## src/rtl/prog_tick_gen.sv

```systemverilog
// Programmable tick generator: periodic, one-shot and PWM modes with a
// wrapping event counter and sticky wrap flag. Period, duty and mode are
// held in shadow registers that only reload while idle, on start, or at
// terminal count, so a reprogram never truncates a running period.
//
// state  | meaning
// -------+-----------------------------------------------------------
// S_IDLE | disarmed; shadows track inputs, cnt held at 0, no ticks
// S_RUN  | armed; cnt advances on en, tick at cnt == Pa-1
module prog_tick_gen #(
  parameter int WIDTH     = 8,
  parameter int EVT_WIDTH = 7
) (
  input  logic                 clk,
  input  logic                 reset,
  input  logic                 en,
  input  logic                 start,
  input  logic                 stop,
  input  logic [1:0]           mode,
  input  logic [WIDTH-1:0]     period,
  input  logic [WIDTH-1:0]     duty,
  input  logic                 clr_evt,
  output logic                 tick,
  output logic                 pwm_out,
  output logic                 busy,
  output logic [EVT_WIDTH-1:0] evt_count,
  output logic                 evt_wrap
);

  typedef enum logic {
    S_IDLE = 1'b0,
    S_RUN  = 1'b1
  } state_t;

  localparam logic [1:0] MODE_ONESHOT = 2'b01;
  localparam logic [1:0] MODE_PWM     = 2'b10;

  state_t           state;
  logic [WIDTH-1:0] cnt;
  logic [WIDTH-1:0] period_s;
  logic [WIDTH-1:0] duty_s;
  logic [1:0]       mode_s;
  logic [WIDTH-1:0] pa;
  logic             terminal;

  // A programmed period of 0 behaves as 1 so the counter always has a terminal value.
  assign pa = (period_s == '0) ? WIDTH'(1) : period_s;

  // Terminal count only advances when running, enabled and no start/stop overrides it.
  assign terminal = (state == S_RUN) && en && !start && !stop
                    && (cnt == (pa - WIDTH'(1)));

  // Sequencer: start beats stop beats the enable freeze beats normal counting.
  always_ff @(posedge clk) begin
    if (reset) begin
      state    <= S_IDLE;
      cnt      <= '0;
      tick     <= 1'b0;
      period_s <= '0;
      duty_s   <= '0;
      mode_s   <= '0;
    end else if (start) begin
      state    <= S_RUN;
      cnt      <= '0;
      tick     <= 1'b0;
      period_s <= period;
      duty_s   <= duty;
      mode_s   <= mode;
    end else if (stop) begin
      state <= S_IDLE;
      cnt   <= '0;
      tick  <= 1'b0;
    end else if (!en) begin
      tick <= 1'b0;
    end else if (state == S_IDLE) begin
      cnt      <= '0;
      tick     <= 1'b0;
      period_s <= period;
      duty_s   <= duty;
      mode_s   <= mode;
    end else if (terminal) begin
      cnt      <= '0;
      tick     <= 1'b1;
      period_s <= period;
      duty_s   <= duty;
      mode_s   <= mode;
      if (mode_s == MODE_ONESHOT) begin
        state <= S_IDLE;
      end
    end else begin
      cnt  <= cnt + WIDTH'(1);
      tick <= 1'b0;
    end
  end

  // Event counter: a clear coinciding with a tick still counts that tick.
  always_ff @(posedge clk) begin
    if (reset) begin
      evt_count <= '0;
      evt_wrap  <= 1'b0;
    end else if (clr_evt) begin
      evt_count <= terminal ? EVT_WIDTH'(1) : '0;
      evt_wrap  <= 1'b0;
    end else if (terminal) begin
      evt_count <= evt_count + EVT_WIDTH'(1);
      if (&evt_count) begin
        evt_wrap <= 1'b1;
      end
    end
  end

  assign busy    = (state == S_RUN);
  assign pwm_out = (state == S_RUN) && (mode_s == MODE_PWM) && (cnt < duty_s);

endmodule

```

## config.mk

```make
export PLATFORM = sky130hd
export DESIGN_NAME = prog_tick_gen
export DESIGN_NICKNAME = d
export VERILOG_FILES = /design/src/rtl/prog_tick_gen.sv
export SDC_FILE = /design/constraint.sdc
export NUM_CORES = 1
export LEC_CHECK = 0
export CAP_MARGIN = 40
export CORE_ASPECT_RATIO = 0.7
export CORE_MARGIN = 2
export CORE_UTILIZATION = 35
export DETAILED_ROUTE_END_ITERATION = 6
export GPL_ROUTABILITY_DRIVEN = 0
export PLACE_DENSITY_LB_ADDON = 0.08
export SLEW_MARGIN = 0
export SYNTH_ARGS = -nofsm -noshare
export SYNTH_HDL_FRONTEND = slang
export SYNTH_SLANG_ARGS = --single-unit
```

## constraint.sdc

```tcl
create_clock -name clk -period 2.6 [get_ports clk]
set_input_delay 0.78 -clock clk [delete_from_list [all_inputs] [get_ports clk]]
set_output_delay 0.78 -clock clk [all_outputs]
set_load 0.05 [all_outputs]
```

# After elaboration in Yosys (flattened, before gate mapping)
# Cells that the tools add are included.
# Widths: inputs -> output; s select.
# totals
ff_bits,36
output_inout_bits,11
elab_cells,64
# classes
n_bitwise,2
n_mux,28
order_cmp,1
n_reduce_logical,17
addsub,3
n_eq_ne,5
# op_table
cell,count
$mux 8,13
$mux 7,2
$mux 2,5
$add 8x1->8 const B,1
$eq 8x8->1,1
$logic_not 8->1,1
$lt 8x8->1,1
$mux 1,8
$reduce_and 8->1,1
$sub 8x1->8 const B,1
$add 7x1->7 const B,1
$logic_and 1x1->1,6
$reduce_or 5->1,1
$reduce_bool 2->1,2
$ne 3x2->1 const B,1
$reduce_and 3->1,1
$reduce_bool 3->1,1
$reduce_or 3->1,1
$eq 2x1->1 const B,1
$eq 2x2->1 const B,1
$logic_not 1->1,2
$ne 2x2->1 const B,1
$not 1->1,2
$reduce_or 2->1,1

# Logic depth before layout (Yosys ltp)
# Gate-level depths: netlist of run 1.
# logic_depth
word_depth,10
mapped_depth,11
depth_no_buf,9

# Worst setup path before layout of run 1
# No wires, ideal clock.
# synth_path
kind,register to output
startpoint,reg cnt[1]
endpoint,out pwm_out
n_path_buf,0
required_time_ps,1820
setup_slack_ps,-262
t_arrival_ps,2082
stages_incl_launch_ff,7
cell_sequence,dfxtp_1 > ha_1 > a21o_1 > a21o_1 > a211oi_1 > o21bai_1 > a31oi_1
# synth_via
elab_chain_len,2
# synth_lines
element,line,rtl
from (decl),39,logic [WIDTH-1:0] cnt;
from (signal assigned),91,cnt <= cnt + WIDTH'(1);
$lt 8x8->1,113,assign pwm_out = (state == S_RUN) && (mode_s == MODE_PWM) && (cnt < duty_s);
$logic_and 1x1->1,113,
to (decl),24,"output logic pwm_out,"
# No other way between the ends.

# Worst setup path after layout of run 1
# layout_path
startpoint,reg duty_s[1]
endpoint,out pwm_out
# layout_via
elab_chain_len,2
# layout_lines
element,line,rtl
from (decl),41,logic [WIDTH-1:0] duty_s;
from (signal assigned),67,duty_s <= duty;
from (signal assigned),79,duty_s <= duty;
from (signal assigned),85,duty_s <= duty;
$lt 8x8->1,113,
$logic_and 1x1->1,113,
# No other way between the ends.

==> impl_metrics.json, run 1 <==
{
  "stdcell_count": 438,
  "crit_start": "duty_s[1]",
  "path_clk_slew_ns": 0.08,
  "outcome": "finished with violations",
  "crit_end": "pwm_out",
  "rsz0062_at_grt": "true",
  "die_height_um": 72.79,
  "worstReg2RegStart": "period_s[4]",
  "violations": "setup timing",
  "drtIter0Drc": 141,
  "required_ns": 1.82,
  "setup_viol": 1,
  "hold_buffers": 0,
  "min_period_ns": 2.643,
  "cts_buffers": 5,
  "seqPwrFrac_pct": 38.3,
  "synth_area_leaders": "dfxtp_1 (30%), nand2_1 (7.9%), o311ai_0 (7.0%)",
  "synth_edf_count": 0,
  "area_delta_synth_final_pct": 43.73,
  "r2r_cells": 10,
  "crit_path_end_kind": "output pin",
  "io_pins": 35,
  "diodes": 0,
  "clock-sinks": 36,
  "yosysWarningCount": 0,
  "worst-setup-path-type": "reg2out",
  "async_reset_ff_share_pct": 0,
  "ys_top_cells_by_count": "nand2_1 (50), dfxtp_1 (36), clkbuf_1 (20)",
  "drv_cap": 0,
  "clock_path_buffers": 2,
  "tns_ns": -0.04327,
  "critPathArrivalTime_ns": 1.86,
  "via_per_inst": 5.566,
  "p_sw_uw": 542.5,
  "antenna_found_initial": 0,
  "first_pass_iters": 4,
  "die_x_um": 102.3,
  "max_freq_mhz": 378.3,
  "syn-num-nets": 324,
  "hold_viol": 0,
  "multi_input_area_um2": 1767,
  "overflow": 0,
  "synth.most_common_cell": "nand2_1",
  "synthFlopType": "dfxtp_1",
  "clock_skew_ns": 0.006722,
  "postRouteWirelength_mm": 7.014,
  "netSwitchingFraction_pct": 34.23,
  "die_area_um2": 7444,
  "core_um2": 6631,
  "r2r_slack_ns": 0.08,
  "finalCritPeriodShare_pct": 101.7,
  "maxSlewViolCount": 0,
  "cp-start-kind": "flop",
  "r2r-end": "evt_count[6]",
  "rows": 25,
  "ys_types": 45,
  "cts_tree": "done",
  "dp.cells": 424,
  "grt_max_degree": 37,
  "synth_largest_type_area_fraction_pct": 30.46,
  "grt_pass1_vias": 2116,
  "io_buffers": 34,
  "p_leak_uw": 0.001262,
  "syn_area_per_cell_um2": 8.159,
  "maxSlewHeadroom_pct": 62.92,
  "power.internal_uw": 1042,
  "layout_setup_ws_ns": -0.04327,
  "cts-root-buf": "clkbuf_8",
  "ant_nets": 0,
  "htreeDepth": 2,
  "drive_above_1_share_pct": 25.87,
  "cp_max_fo": 2,
  "clk_latency_ns": 0.29,
  "grt_pass1_wl_mm": 10.96,
  "vias": 2438,
  "track_usage_pct": 19.23,
  "power_density_nw_per_um2": 466.1,
  "fill_cells": 670,
  "hp-class": "reg2reg",
  "synthesis.area_um2": 2366,
  "route.detailed.drc": 0,
  "synth-seq-cells": 36,
  "synth-seq-area-share_pct": 30.46,
  "p_total_uw": 1585,
  "final-seq-area_um2": 728.2,
  "holdWs_ns": 0.4458,
  "pwr-share-clk_pct": 27.3,
  "wl_per_cell_um": 16.01,
  "synth_area_leader_cell": "dfxtp_1",
  "worstMarginPinSlew_ns": 0.5541,
  "place_hpwl_mm": 4.824,
  "p_comb_share_pct": 34.4,
  "place_ws_ns": -0.4566,
  "final_nets": 377,
  "start_util_pct": 35.68,
  "vdd_drop_max_uv": 201.8,
  "syn_inst": 290
}
what timing repair did:
action,in CTS,in global routing
pin swaps,9,13
gates cloned,1,0
hold endpoints to repair,0,0
setup endpoints to repair,31,33
setup buffers,5,0
gates resized for setup,14,56
flip-flops by register name, summed over array words and instances, names as in the netlist:
signal     flops
period_s       8
evt_count      7
duty_s         8
tick           1
cnt            8
evt_wrap       1
mode_s         2
busy           1
metrics by stage:
| step | area [µm²] | util (%) |
|---|---|---|
| detailed placement | 3009 | 45.38 |
| global placement | 3009 | 45.38 |
| global route | 3401 | 51.28 |
| CTS | 3192 | 48.13 |
| finish | 3401 | 51.28 |
| floorplan | 2381 | - |
routing by layer:
layer	track usage, %	wire length [µm]	up-vias
met1	30.51	3776	1180
met2	26.54	2908	45
li1	-	-	1207
met3	3.640	275	6
met4	4.000	55	0
met5	0	0	-
worst min-delay path by stage:
stage | slack (ns) | from | depth (start not counted) | end
2_1_floorplan | 0.54 | mode_s[0] | 2 | busy
3_3_place_gp | 0.45 | evt_wrap | 2 | evt_wrap
3_5_place_dp | 0.45 | evt_wrap | 2 | evt_wrap
4_1_cts | 0.47 | evt_wrap | 2 | evt_wrap
5_1_grt | 0.46 | evt_wrap | 2 | evt_wrap
6_report | 0.45 | evt_wrap | 2 | evt_wrap
power by group through the flow:
stage                     clock network (µW)  logic [µW]  registers [µW]
after floorplan                            0         264             618
after global placement                     0         450             617
after detailed placement                   0         457             617
after CTS                                445         470             606
after global routing                     468         595             611
final                                    433         545             607
placed cells by master (no fill, tap or decap), types with 6 or more instances in the layout:
| master | instances |
|---|---|
| nand2_1 | 47 |
| clkdlybuf4s50_1 | 33 |
| dfxtp_1 | 30 |
| buf_4 | 25 |
| a32oi_1 | 18 |
| o311ai_2 | 12 |
| nor3b_1 | 10 |
| nor3_1 | 9 |
| inv_1 | 8 |
| nor2_1 | 8 |
| or3_1 | 8 |
| and3_1 | 8 |
| ha_1 | 8 |
| xnor2_1 | 7 |
| nand4_1 | 6 |
| mux2i_1 | 6 |
| clkbuf_8 | 6 |
| dfxtp_2 | 6 |
cell type report:
type / instances / share of cell area (%)
Multi-Input combinational cell: 223 / 51.95
Sequential cell: 36 / 21.41
Timing Repair Buffer: 67 / 19.32
Tap cell: 94 / 3.458
Clock buffer: 7 / 2.539
Inverter: 10 / 1.104
Clock inverter: 1 / 0.2208
logic make-up (layout without fill, tap and decap cells):
kind of cell / count (synthesis) / in the layout / synth area share, %
XOR/XNOR: 11 / 11 / 4.072
AND/OR/NAND/NOR: 126 / 126 / 28.19
AO/OA/AOI/OAI: 69 / 69 / 24.01
adder cells (fa/ha/maj): 10 / 10 / 5.288
flip-flops: 36 / 36 / 30.46
buffers and inverters: 31 / 85 / 4.970
multiplexers: 7 / 7 / 3.014
worst max-delay path, stage by stage (launching register included):
cell,delay [ns]
dfxtp_2,0.32
inv_2,0.08
ha_4,0.20
a21o_1,0.17
a21o_1,0.16
a211oi_2,0.17
o21bai_1,0.11
a31oi_4,0.20
buf_12,0.16
(Power assumes the default switching activity.)
==> run 2: changes to the inputs <==
--- a/config.mk
+++ b/config.mk
@@ -7,7 +7,7 @@
 export LEC_CHECK = 0
 export CAP_MARGIN = 40
 export CORE_ASPECT_RATIO = 0.7
-export CORE_MARGIN = 2
+export CORE_MARGIN = 5
 export CORE_UTILIZATION = 35
 export DETAILED_ROUTE_END_ITERATION = 6
 export GPL_ROUTABILITY_DRIVEN = 0
==> constraint.sdc (replaced) <==
create_clock -name clk -period 3 [get_ports clk]
set_input_delay 0.9 -clock clk [delete_from_list [all_inputs] [get_ports clk]]
set_output_delay 0.9 -clock clk [all_outputs]
set_load 0.05 [all_outputs]
==> run 2 against run 1 <==
Against the previous run: the run now ends clean; clock skew up 0.0037 ns; first-iteration DRC count down 17%; clock power up 12%; cell area down 10%.
==> impl_metrics.json, run 2 (synthesis results as in run 1) <==
{
  "power_density_nw_per_um2": 446.7,
  "path_clk_slew_ns": 0.09,
  "antenna_found_initial": 0,
  "ant_nets": 0,
  "overflow": 0,
  "largestRegisters": "cnt (8), duty_s (8), period_s (8)",
  "drtIter0Drc": 117,
  "clock_path_buffers": 2,
  "cts-root-buf": "clkbuf_8",
  "hp-class": "reg2reg",
  "die_height_um": 78.79,
  "maxSlewHeadroom_pct": 66.38,
  "die_x_um": 108.3,
  "grt_pass1_vias": 2038,
  "finalCritPeriodShare_pct": 96.97,
  "design_area_um2": 3050,
  "core_um2": 6663,
  "die_area_um2": 8531,
  "crit_path_end_kind": "output pin",
  "critPathArrivalTime_ns": 2.01,
  "crit_top_cell": "a21o_1",
  "stdcell_count": 425,
  "max_freq_mhz": 343.8,
  "min_period_ns": 2.909,
  "cp_num_buf_inv": 2,
  "final_nets": 364,
  "diodes": 0,
  "postRouteWirelength_mm": 6.428,
  "setup_viol": 0,
  "io_buffers": 34,
  "hold_buffers": 0,
  "clock_skew_ns": 0.01046,
  "track_usage_pct": 15.67,
  "hold_viol": 0,
  "io_pins": 35,
  "layout_common_cells": "nand2_1 (50), dfxtp_1 (36), clkdlybuf4s50_1 (33)",
  "first_pass_iters": 4,
  "cp-start-kind": "flop",
  "cp_max_fo": 2,
  "crit_cells": 8,
  "max_stage_delay_ns": 0.31,
  "dp.cells": 416,
  "final_common_cell": "nand2_1",
  "grt_max_degree": 38,
  "outcome": "completed",
  "clock-sinks": 36,
  "wl_per_cell_um": 15.12,
  "worstMarginPinSlew_ns": 0.5028,
  "via_per_inst": 5.320,
  "vias": 2261,
  "area_delta_synth_final_pct": 28.93,
  "postPlaceCellArea_um2": 2909,
  "p_leak_uw": 0.001106,
  "drv_cap": 0,
  "worst-setup-path-type": "reg2out",
  "required_ns": 2.10,
  "clk_latency_ns": 0.29,
  "start_util_pct": 35.51,
  "holdWs_ns": 0.4620,
  "whs_path_depth": 2,
  "route.detailed.drc": 0,
  "p_total_uw": 1363,
  "htreeDepth": 2,
  "drive_above_1_share_pct": 11.48,
  "rows": 25,
  "place_hpwl_mm": 4.696,
  "maxSlewViolCount": 0,
  "cts_buffers": 5,
  "crit_family": "compound AO/OA/AOI/OAI gates",
  "grt_pass1_wl_mm": 10.71,
  "vdd_drop_max_uv": 193.2,
  "cts_tree": "done",
  "cp_slowest_cell": "dfxtp_1",
  "r2r_cells": 7,
  "path_cells": "inv_1, ha_1, a21o_1, a21o_1, a211oi_1, o21bai_1, a31oi_2, buf_12"
}
[run 2: changes by cell type in the layout (fill, tap and decap cells not counted), sizes merged]
| cell | change |
|---|---|
| clkinvlp | -1 |
| buf | -13 |
| bufinv | +1 |
[run 2: worst register-to-register path: stages (launching register included)]
cell and delay [ns]:
dfxtp_1 0.38, nor4_4 0.36, buf_4 0.20, a211oi_1 0.07
or4_4 0.52, a2111o_1 0.52, buf_4 0.28, o311ai_0 0.36
[run 2: timing repair]
item                                    in CTS  in global routing
cloned                                       0                  0
endpoints found under the hold margin        0                  0
pin swaps                                    0                  2
endpoints found under the setup margin       1                 18
gates resized for setup                      1                  4
setup buffers                                0                  1
[run 2: area by class of cell]
type                       instances  area (µm²)
fill                             654        3612
multi-input combinational        223        1535
sequential                        36       720.7
timing repair buffer              54       513.0
tap                               94       117.6
clock buffer                       7       96.34
inverter                          10       37.54
clock inverter                     1       30.03
[run 2: metal layers]
metal | up-vias | GRT usage, % | wire [µm]
met4 | 0 | 2.648 | 38
met1 | 1032 | 24.69 | 3525
met2 | 50 | 21.90 | 2569
met3 | 2 | 3.087 | 294
li1 | 1177 | - | -
met5 | - | 0 | 0
[run 2: where the power goes]
group / leakage (µW) / total [µW] / internal [µW] / switching, µW
Clock: 0.0000645 / 483 / 294 / 189
Combinational: 0.000747 / 352 / 150 / 202
Sequential: 0.000295 / 527 / 503 / 24.0
[run 2: worst paths after layout]
| check | from | to | slack, ns |
|---|---|---|---|
| setup reg to reg | period_s[4] | period_s[3] | 0.21 |
| hold / removal | evt_wrap | evt_wrap | 0.46 |
| hold reg to reg | evt_wrap | evt_wrap | 0.46 |
| setup / recovery | duty_s[1] | pwm_out | 0.09 |
[run 2: stage by stage]
stage          worst slack (ns)  setup TNS, ns  util (%)
6_report                0.09102              0     45.78
5_1_grt               -0.001865      -0.001865     45.78
4_1_cts                 0.03469              0     45.65
3_5_place_dp            -0.1834         -3.925     43.66
3_3_place_gp           -0.07548         -1.600     43.66
2_1_floorplan           0.01838              0         -
